$ cat src/rtl/alu32.sv
// alu32: registered 32-bit, 8-function ALU with carry-in and NZCV status flags.
module alu32 #(
  parameter int WIDTH = 32
) (
  input  logic             clk,
  input  logic             rst,
  input  logic [WIDTH-1:0] a,
  input  logic [WIDTH-1:0] b,
  input  logic [2:0]       sel,
  input  logic             cin,
  output logic [WIDTH-1:0] out,
  output logic [3:0]       stat
);
  logic [WIDTH-1:0] out_d, out_q, b_x;
  logic [WIDTH:0]   sum;
  logic [3:0]       stat_d, stat_q;
  logic [4:0]       sh;
  logic             c_d, v_d;
  assign sh  = b[4:0];
  assign b_x = sel[0] ? ~b : b;
  assign sum = {1'b0, a} + {1'b0, b_x} + {{WIDTH{1'b0}}, cin};
  always_comb begin
    out_d = sum[WIDTH-1:0];
    c_d   = 1'b0;
    v_d   = 1'b0;
    case (sel)
      3'b000, 3'b001: begin
        c_d = sum[WIDTH];
        v_d = (a[WIDTH-1] ^ b_x[WIDTH-1] ^ 1'b1) & (sum[WIDTH-1] ^ a[WIDTH-1]);
      end
      3'b010: out_d = a & b;
      3'b011: out_d = a | b;
      3'b100: out_d = a ^ b;
      3'b101: out_d = ~(a | b);
      3'b110: begin
        out_d = a << sh;
        c_d   = (sh != 5'd0) & a[5'd0 - sh];
      end
      default: begin
        out_d = $signed(a) >>> sh;
        c_d   = (sh != 5'd0) & a[sh - 5'd1];
      end
    endcase
    stat_d = {out_d[WIDTH-1], out_d == '0, c_d, v_d};
  end
  always_ff @(posedge clk) begin
    out_q  <= rst ? '0 : out_d;
    stat_q <= rst ? 4'b0000 : stat_d;
  end
  assign out  = out_q;
  assign stat = stat_q;
endmodule

$ cat config.mk
export PLATFORM = sky130hd
export DESIGN_NAME = alu32
export DESIGN_NICKNAME = d
export VERILOG_FILES = /design/src/rtl/alu32.sv
export SDC_FILE = /design/constraint.sdc
export NUM_CORES = 1
export LEC_CHECK = 0
export ABC_AREA = 1
export ABC_CLOCK_PERIOD_IN_PS = 5600
export BUFFER_PORTS_ARGS = -buffer_cell sky130_fd_sc_hd__buf_2
export CORE_MARGIN = 2
export CORE_UTILIZATION = 50
export CTS_CLUSTER_DIAMETER = 150
export DETAILED_ROUTE_END_ITERATION = 8
export PLACE_DENSITY = 0.77
export SYNTH_ARGS = -nofsm -noshare
export SYNTH_HDL_FRONTEND = slang
export SYNTH_SLANG_ARGS = --single-unit
$ cat constraint.sdc
create_clock -name clk -period 5.6 [get_ports clk]
set_input_delay 0.28 -clock clk [delete_from_list [all_inputs] [get_ports clk]]
set_output_delay 0.28 -clock clk [all_outputs]
set_load 0.005 [all_outputs]
==> results.sh, run 1 <==
export IMPL_run_status="finished, final reports clean"
export IMPL_die_width_um=142.6
export IMPL_synth_cell_type_count=49
export IMPL_yosys_warnings=0
export IMPL_cts_hold_buf=0
export IMPL_max_stage_delay_ps=490
export IMPL_cts_made_buffers=5
export IMPL_achievable_frequency_mhz=290.5
export IMPL_postSynth_asyncResetShare=0
export IMPL_die_height_um=142.6
export IMPL_grt_use_met2=0.6210
export IMPL_layout_drive_gt1_share=0.08623
export IMPL_floorplan_core_area_um2=18770
export IMPL_synthesis_instances=1823
export IMPL_top_usage_layer="met2"
export IMPL_crit_family="simple AND/OR/NAND/NOR gates"
export IMPL_hold_path_class="in -> reg"
export IMPL_commonest_non_fill_non_tap_cell_in_the_layout="sky130_fd_sc_hd__nand2_1"
export IMPL_route_detailed_wl_per_inst_um=19.81
export IMPL_grtUsageTotal=0.4023
export IMPL_timing_final_crit_share=0.6147
export IMPL_p_int_uw=830.5
export IMPL_ios=106
export IMPL_detailedRoute_firstPassIterationCount=6
export IMPL_placedInstanceArea_um2=10110
export IMPL_grt_use_met3=0.07445
export IMPL_crit_path_top_delay_cell="sky130_fd_sc_hd__buf_4"
export IMPL_static_leakage_uw=0.005710
export IMPL_grtUsageMet1=0.5264
export IMPL_detail_route_drc_violations=0
export IMPL_wirelength_mm=41.62
export IMPL_irDropWorstVdd_v=0.0001014
export IMPL_antenna_diode_count=0
export IMPL_wire_length_of_the_first_global_routing_pass_mm=63.29
export IMPL_gp_routability_congestion=1.070
export IMPL_fillers=2069
export IMPL_grt_start_max_net_pins=57
export IMPL_critical_path_top_cell_by_count="sky130_fd_sc_hd__nand2_1"
export IMPL_post_cts_buffers=0
export IMPL_postSynthRegisterBits=35
export IMPL_timing_hold_ws_ps=518.4
export IMPL_ctsHtreeMaxLevel=2
export IMPL_antenna_left=0
export IMPL_hold_viol_final=0
export IMPL_synthesis_area_um2=9607
export IMPL_maxCapViolations=0
export IMPL_fp_dieArea_um2=20340
export IMPL_syn_nets=1993
export IMPL_cts_root_to_sink_buffers=2
export IMPL_cp_start_kind="primary input"
export IMPL_timing_final_setup_violations=0
export IMPL_sum_of_negative_setup_slack_ps=0
export IMPL_worst_endpoint_arrival_ps=3670
export IMPL_critPathCaptureType="flop"
export IMPL_cts_tree="done"
export IMPL_root_buffer_cell="sky130_fd_sc_hd__clkbuf_16"
export IMPL_worstSetupPathType="in -> reg"
export IMPL_quantity_of_gates_resized_following_cts=0
export IMPL_start_util=0.5119
export IMPL_layout_overhead_on_the_synthesized_area_pct=7.007
export IMPL_synthesis_area_per_instance_um2=5.270
export IMPL_power_density_nw_per_um2=165.0
export IMPL_tightest_slew_ps=1014
export IMPL_crit_path_cell_trace="buf_2, buf_4, xnor2_1, fa_1, fa_1, inv_1, nand2_1, nand2_1, nand3_1, nand2_1, nand2_1, nand2_1, nand2_1, nand3_1, nand3_1, nand2_1, nand2_1, nor2_1, nand2_1, nor2_1, nand2_1, nor2_1"
export IMPL_power_combinational_fraction=0.644
export IMPL_register_share_of_total_power=0.165
export IMPL_final_min_clock_period_ps=3442
export IMPL_slew_headroom=0.3194
export IMPL_detail_route_iter0_violations=1784
export IMPL_p_sw_frac=0.5104
export IMPL_placementRows=50
export IMPL_mostFrequentLayoutCells="sky130_fd_sc_hd__nand2_1 (604), sky130_fd_sc_hd__nand3_1 (348), sky130_fd_sc_hd__inv_1 (189), sky130_fd_sc_hd__nor2_1 (143), sky130_fd_sc_hd__buf_2 (105)"
export IMPL_final_max_slew_violation_count=0
export IMPL_reg_clk_slew_reported_paths_ps=50
export IMPL_share_clk_of_total_power=0.190
export IMPL_antenna_violations_before_repair=2
export IMPL_routed_vias=12810
export IMPL_io_buffers=105
export IMPL_tritoncts_num_sinks=35
export IMPL_setup_repair_after_global_routing_missed_its_margin="no"
export IMPL_critical_path_peak_fanout=52
export IMPL_layout_core_utilization=0.5477
export IMPL_design_final_nets=2036
export IMPL_dp_hpwl_mm=32.53
export IMPL_grt_pass1_vias=11520
export IMPL_synth_yosys_seq_area_share=0.07294
export IMPL_postLayoutCellArea_um2=10280
export IMPL_most_used_flip_flop_cell_after_synthesis="sky130_fd_sc_hd__dfxtp_1"
export IMPL_worst_endpoint_required_ps=5830
export IMPL_combined_buffer_and_inverter_count_along_the_critical_path=3
export IMPL_gr_total_overflow=0
export IMPL_power_switching_uw=865.9
export IMPL_routed_via_density=6.095
export IMPL_synth_edff_count=0
-- power groups by stage --
stage / Sequential (µW) / Combinational, µW / Clock [µW]
3_3_place_gp: 286 / 1040 / 0
6_report: 281 / 1090 / 323
3_5_place_dp: 286 / 1050 / 0
2_1_floorplan: 291 / 711 / 0
4_1_cts: 281 / 1050 / 327
5_1_grt: 284 / 1200 / 338
-- per-stage QoR --
step	setup WS [ps]	std cells	power [µW]
global placement	1991	2093	1323
finish	2158	2101	1696
CTS	2248	2101	1659
global route	1941	2101	1818
detailed placement	1961	2093	1333
floorplan	2559	1823	1002
-- sequential cells by signal, summed over array words and instances (netlist names) --
| register | count |
|---|---|
| stat | 3 |
| out | 32 |
-- cells in the mapped netlist, types with 11 or more instances --
master / n / area share
sky130_fd_sc_hd__buf_2: 32 / 0.017
sky130_fd_sc_hd__ha_1: 98 / 0.13
sky130_fd_sc_hd__nand3_1: 348 / 0.18
sky130_fd_sc_hd__inv_1: 189 / 0.074
sky130_fd_sc_hd__a21oi_1: 86 / 0.045
sky130_fd_sc_hd__nand3b_1: 12 / 0.0094
sky130_fd_sc_hd__xor2_1: 33 / 0.030
sky130_fd_sc_hd__buf_1: 16 / 0.0063
sky130_fd_sc_hd__nor2_1: 144 / 0.056
sky130_fd_sc_hd__o21ai_0: 71 / 0.037
sky130_fd_sc_hd__nand4_1: 18 / 0.012
sky130_fd_sc_hd__nand2_2: 11 / 0.0072
sky130_fd_sc_hd__clkbuf_1: 22 / 0.0086
sky130_fd_sc_hd__dfxtp_1: 35 / 0.073
sky130_fd_sc_hd__nand2_1: 604 / 0.24
-- logic make-up (layout without fill, tap and decap cells) --
logic type      count (synthesis)  count (layout)  synth area share
simple gates                 1171            1171            0.5259
buf+inv                       282             326            0.1228
compound gates                198             198            0.1128
fa+ha+maj                     100             100            0.1318
xor+xnor                       37              37           0.03373
flops                          35              35           0.07294
-- layer usage --
metal  up-vias  wire length (µm)
met2       881             17430
met1      5682             16040
met4         2              2920
met5         -                13
li1       6039                 -
met3       202              5211
-- path summary, 6_finish.rpt --
path | startpoint | to | cells after the start
min | rst | out[17]$_SDFF_PP0_ | 2
max | b[0] | stat[2]$_SDFF_PP0_ | 22
-- final cells by class --
cell class / instances / area, µm² / share of cell area
multi-input cells: 1506 / 7729 / 0.7518
inverters: 198 / 745.7 / 0.07254
flip-flops and latches: 35 / 700.7 / 0.06816
repair buffers: 120 / 638.1 / 0.06207
well taps: 234 / 292.8 / 0.02848
clock buffers: 6 / 138.9 / 0.01351
clock inverters: 2 / 35.03 / 0.003408
(Power assumes the default switching activity.)
==> run 2: changes to the inputs <==
==> config.mk (replaced) <==
export PLATFORM = sky130hd
export DESIGN_NAME = alu32
export DESIGN_NICKNAME = d
export VERILOG_FILES = /design/src/rtl/alu32.sv
export SDC_FILE = /design/constraint.sdc
export NUM_CORES = 1
export LEC_CHECK = 0
export ABC_AREA = 0
export ABC_CLOCK_PERIOD_IN_PS = 2900
export BUFFER_PORTS_ARGS = -buffer_cell sky130_fd_sc_hd__buf_2
export CORE_MARGIN = 2
export CORE_UTILIZATION = 50
export CTS_CLUSTER_DIAMETER = 150
export DETAILED_ROUTE_END_ITERATION = 8
export PLACE_DENSITY = 0.79
export SYNTH_ARGS = -nofsm -noshare
export SYNTH_HDL_FRONTEND = slang
export SYNTH_SLANG_ARGS = --single-unit
==> constraint.sdc (replaced) <==
create_clock -name clk -period 2.9 [get_ports clk]
set_input_delay 0.145 -clock clk [delete_from_list [all_inputs] [get_ports clk]]
set_output_delay 0.145 -clock clk [all_outputs]
set_load 0.005 [all_outputs]
==> run 2 against run 1 <==
Against the previous run:
- the flow now finishes with violations (setup timing)
- die area is 0.46% higher
- core utilization is 19 points higher
- flip-flop and latch count stayed put
- clock-buffer cell count is 1 lower
- critical path depth is 5 lower
- via count is 2.8% lower
- setup slack worse by 2600 ps
- largest cell class unchanged
- largest power group unchanged
==> results.sh, run 2 <==
export IMPL_power_density_nw_per_um2=310.6
export IMPL_grt_pass1_vias=12020
export IMPL_finalPower_uw=4307
export IMPL_fp_dieArea_um2=20430
export IMPL_critical_path_peak_fanout=4
export IMPL_setup_repair_after_global_routing_missed_its_margin="yes"
export IMPL_main_area_contributors_after_synthesis="sky130_fd_sc_hd__mux4_2 (17%), sky130_fd_sc_hd__ha_1 (13%), sky130_fd_sc_hd__dfxtp_1 (7.3%)"
export IMPL_ctsHtreeMaxLevel=2
export IMPL_reg_clk_slew_reported_paths_ps=60
export IMPL_mostFrequentLayoutCells="sky130_fd_sc_hd__buf_4 (394), sky130_fd_sc_hd__buf_2 (103), sky130_fd_sc_hd__nor2_1 (102), sky130_fd_sc_hd__ha_1 (96), sky130_fd_sc_hd__a21oi_1 (90)"
export IMPL_area_occupied_by_multi_input_gates_um2=8496
export IMPL_number_of_cells_in_the_finished_layout_apart_from_fillers=1893
export IMPL_ios=106
export IMPL_cts_root_to_sink_buffers=2
export IMPL_final_min_clock_period_ps=3360
export IMPL_design_final_nets=1802
export IMPL_synthesis_area_um2=9652
export IMPL_synth_top_cell_area_share=0.1680
export IMPL_root_buffer_cell="sky130_fd_sc_hd__clkbuf_16"
export IMPL_synth_cell_type_count=72
export IMPL_cts_made_buffers=5
export IMPL_cp_start_kind="primary input"
export IMPL_io_buffers=105
export IMPL_route_detailed_wl_per_inst_um=24.51
export IMPL_die_height_um=142.9
export IMPL_tritoncts_num_sinks=35
export IMPL_fillers=1436
export IMPL_floorplan_core_area_um2=18830
export IMPL_synth_yosys_seq_area_share=0.07260
export IMPL_largest_register_ffs=32
export IMPL_final_max_slew_violation_count=0
export IMPL_cts_tree="done"
export IMPL_irDropWorstVdd_v=0.0002209
export IMPL_start_util=0.5126
export IMPL_routed_via_density=6.577
export IMPL_syn_nets=1385
export IMPL_antenna_left=0
export IMPL_antenna_diode_count=0
export IMPL_synthesis_instances=1215
export IMPL_wirelength_mm=46.40
export IMPL_detailedRoute_firstPassIterationCount=7
export IMPL_worst_endpoint_arrival_ps=3600
export IMPL_tightest_slew_ps=720.9
export IMPL_commonest_non_fill_non_tap_cell_in_the_layout="sky130_fd_sc_hd__buf_4"
export IMPL_hold_viol_final=0
export IMPL_violations="setup timing"
export IMPL_dp_hpwl_mm=36.74
export IMPL_most_frequent_cell_after_synthesis="sky130_fd_sc_hd__nor2_1"
export IMPL_maxCapViolations=0
export IMPL_routed_vias=12450
export IMPL_postSynth_asyncResetShare=0
export IMPL_place_detailed_instances=1876
export IMPL_detail_route_iter0_violations=1424
export IMPL_most_used_flip_flop_cell_after_synthesis="sky130_fd_sc_hd__dfxtp_1"
export IMPL_gr_total_overflow=0
export IMPL_detail_route_drc_violations=0
export IMPL_postSynthRegisterBits=35
export IMPL_die_width_um=142.9
export IMPL_synth_common_cells="sky130_fd_sc_hd__nor2_1 (104), sky130_fd_sc_hd__a21oi_1 (98), sky130_fd_sc_hd__ha_1 (98), sky130_fd_sc_hd__o21ai_0 (81), sky130_fd_sc_hd__nand2_1 (79)"
export IMPL_static_leakage_uw=0.006460
export IMPL_timing_final_setup_violations=8
export IMPL_critPathCaptureType="flop"
export IMPL_layout_overhead_on_the_synthesized_area_pct=43.66
export IMPL_gp_routability_congestion=1.054
export IMPL_achievable_frequency_mhz=297.6
export IMPL_grtUsageTotal=0.4459
export IMPL_post_route_worst_setup_slack_ps=-460.4
export IMPL_synth_edff_count=0
export IMPL_placementRows=50
export IMPL_timing_final_crit_share=1.159
export IMPL_run_status="finished with violations"
export IMPL_synthesis_area_per_instance_um2=7.944
export IMPL_wire_length_of_the_first_global_routing_pass_mm=69.01
export IMPL_hold_path_class="in -> reg"
export IMPL_worst_endpoint_required_ps=3140
export IMPL_yosys_warnings=0
export IMPL_synth_largest_area_cell="sky130_fd_sc_hd__mux4_2"
export IMPL_slew_headroom=0.5159
export IMPL_ff_latch_area_um2=700.7
export IMPL_layout_drive_gt1_share=0.4170
export IMPL_antenna_violations_before_repair=0
export IMPL_grt_start_max_net_pins=35
export IMPL_layout_core_utilization=0.7363
export IMPL_worstSetupPathType="in -> reg"
-- run 2: repair_timing --
| action | CTS | global route |
|---|---|---|
| endpoints found under the hold margin | 0 | 0 |
| endpoints found under the setup margin | 12 | 12 |
| hold buffers | 0 | 0 |
| gates resized for setup | 24 | 24 |
| pin swaps | 19 | 14 |
| buffers inserted | 3 | 6 |
-- run 2: report_power, final --
group          leakage (µW)  internal, µW  switching (µW)
Clock             0.0000838           406             244
Combinational       0.00609          1480            1630
Sequential         0.000291           531            12.2
-- run 2: worst max-delay path: stages --
cell,delay [ps]
sky130_fd_sc_hd__buf_8,100
sky130_fd_sc_hd__xnor2_4,130
sky130_fd_sc_hd__fa_2,350
sky130_fd_sc_hd__fa_2,360
sky130_fd_sc_hd__nand2b_4,180
sky130_fd_sc_hd__a2111oi_4,390
sky130_fd_sc_hd__nor3_2,130
sky130_fd_sc_hd__buf_4,170
sky130_fd_sc_hd__buf_4,140
sky130_fd_sc_hd__a211oi_4,280
sky130_fd_sc_hd__o21ai_1,150
sky130_fd_sc_hd__nand4_1,140
sky130_fd_sc_hd__o31ai_1,90
sky130_fd_sc_hd__o32ai_2,290
sky130_fd_sc_hd__o21ai_0,180
sky130_fd_sc_hd__nor3_2,150
sky130_fd_sc_hd__and4b_1,220
-- run 2: final cells by class --
class | count | area share
repair buffers | 520 | 0.2808
inverters | 75 | 0.02030
clock inverters | 3 | 0.003158
well taps | 260 | 0.02346
flip-flops and latches | 35 | 0.05053
multi-input cells | 995 | 0.6127
clock buffers | 5 | 0.009024
-- run 2: kinds of logic after synthesis --
kind of cell             after synthesis  share of synthesized area
buffers and inverters                185                    0.08050
flip-flops                            35                    0.07260
XOR/XNOR                              49                    0.04446
adder cells (fa/ha/maj)              100                     0.1312
AND/OR/NAND/NOR                      297                     0.1427
AO/OA/AOI/OAI                        387                     0.2645
multiplexers                         162                     0.2641
-- run 2: worst paths after layout --
check  slack (ps)  cells after the start            endpoint  startpoint
max          -460                     17  stat[2]$_SDFF_PP0_        b[0]
min           400                      3   out[9]$_SDFF_PP0_         rst
-- run 2: metal layers --
layer	track usage	wire length [µm]	up-vias
li1	-	-	5417
met1	0.5479	17050	5817
met2	0.7326	21020	976
met3	0.1003	5262	240
met4	0.2272	3065	0
met5	0	0	-
-- run 2: stage by stage --
step	hold WS, ps	setup slack [ps]	TNS (ps)	area [µm²]
3_3_place_gp	521.3	-652.4	-5277	13420
6_report	404.1	-460.4	-1497	13870
3_5_place_dp	520.1	-683.5	-6304	13420
2_1_floorplan	422.7	-900.8	-8462	9857
5_1_grt	433.3	-629.7	-2824	13870
4_1_cts	402.3	-280.3	-306.9	13710
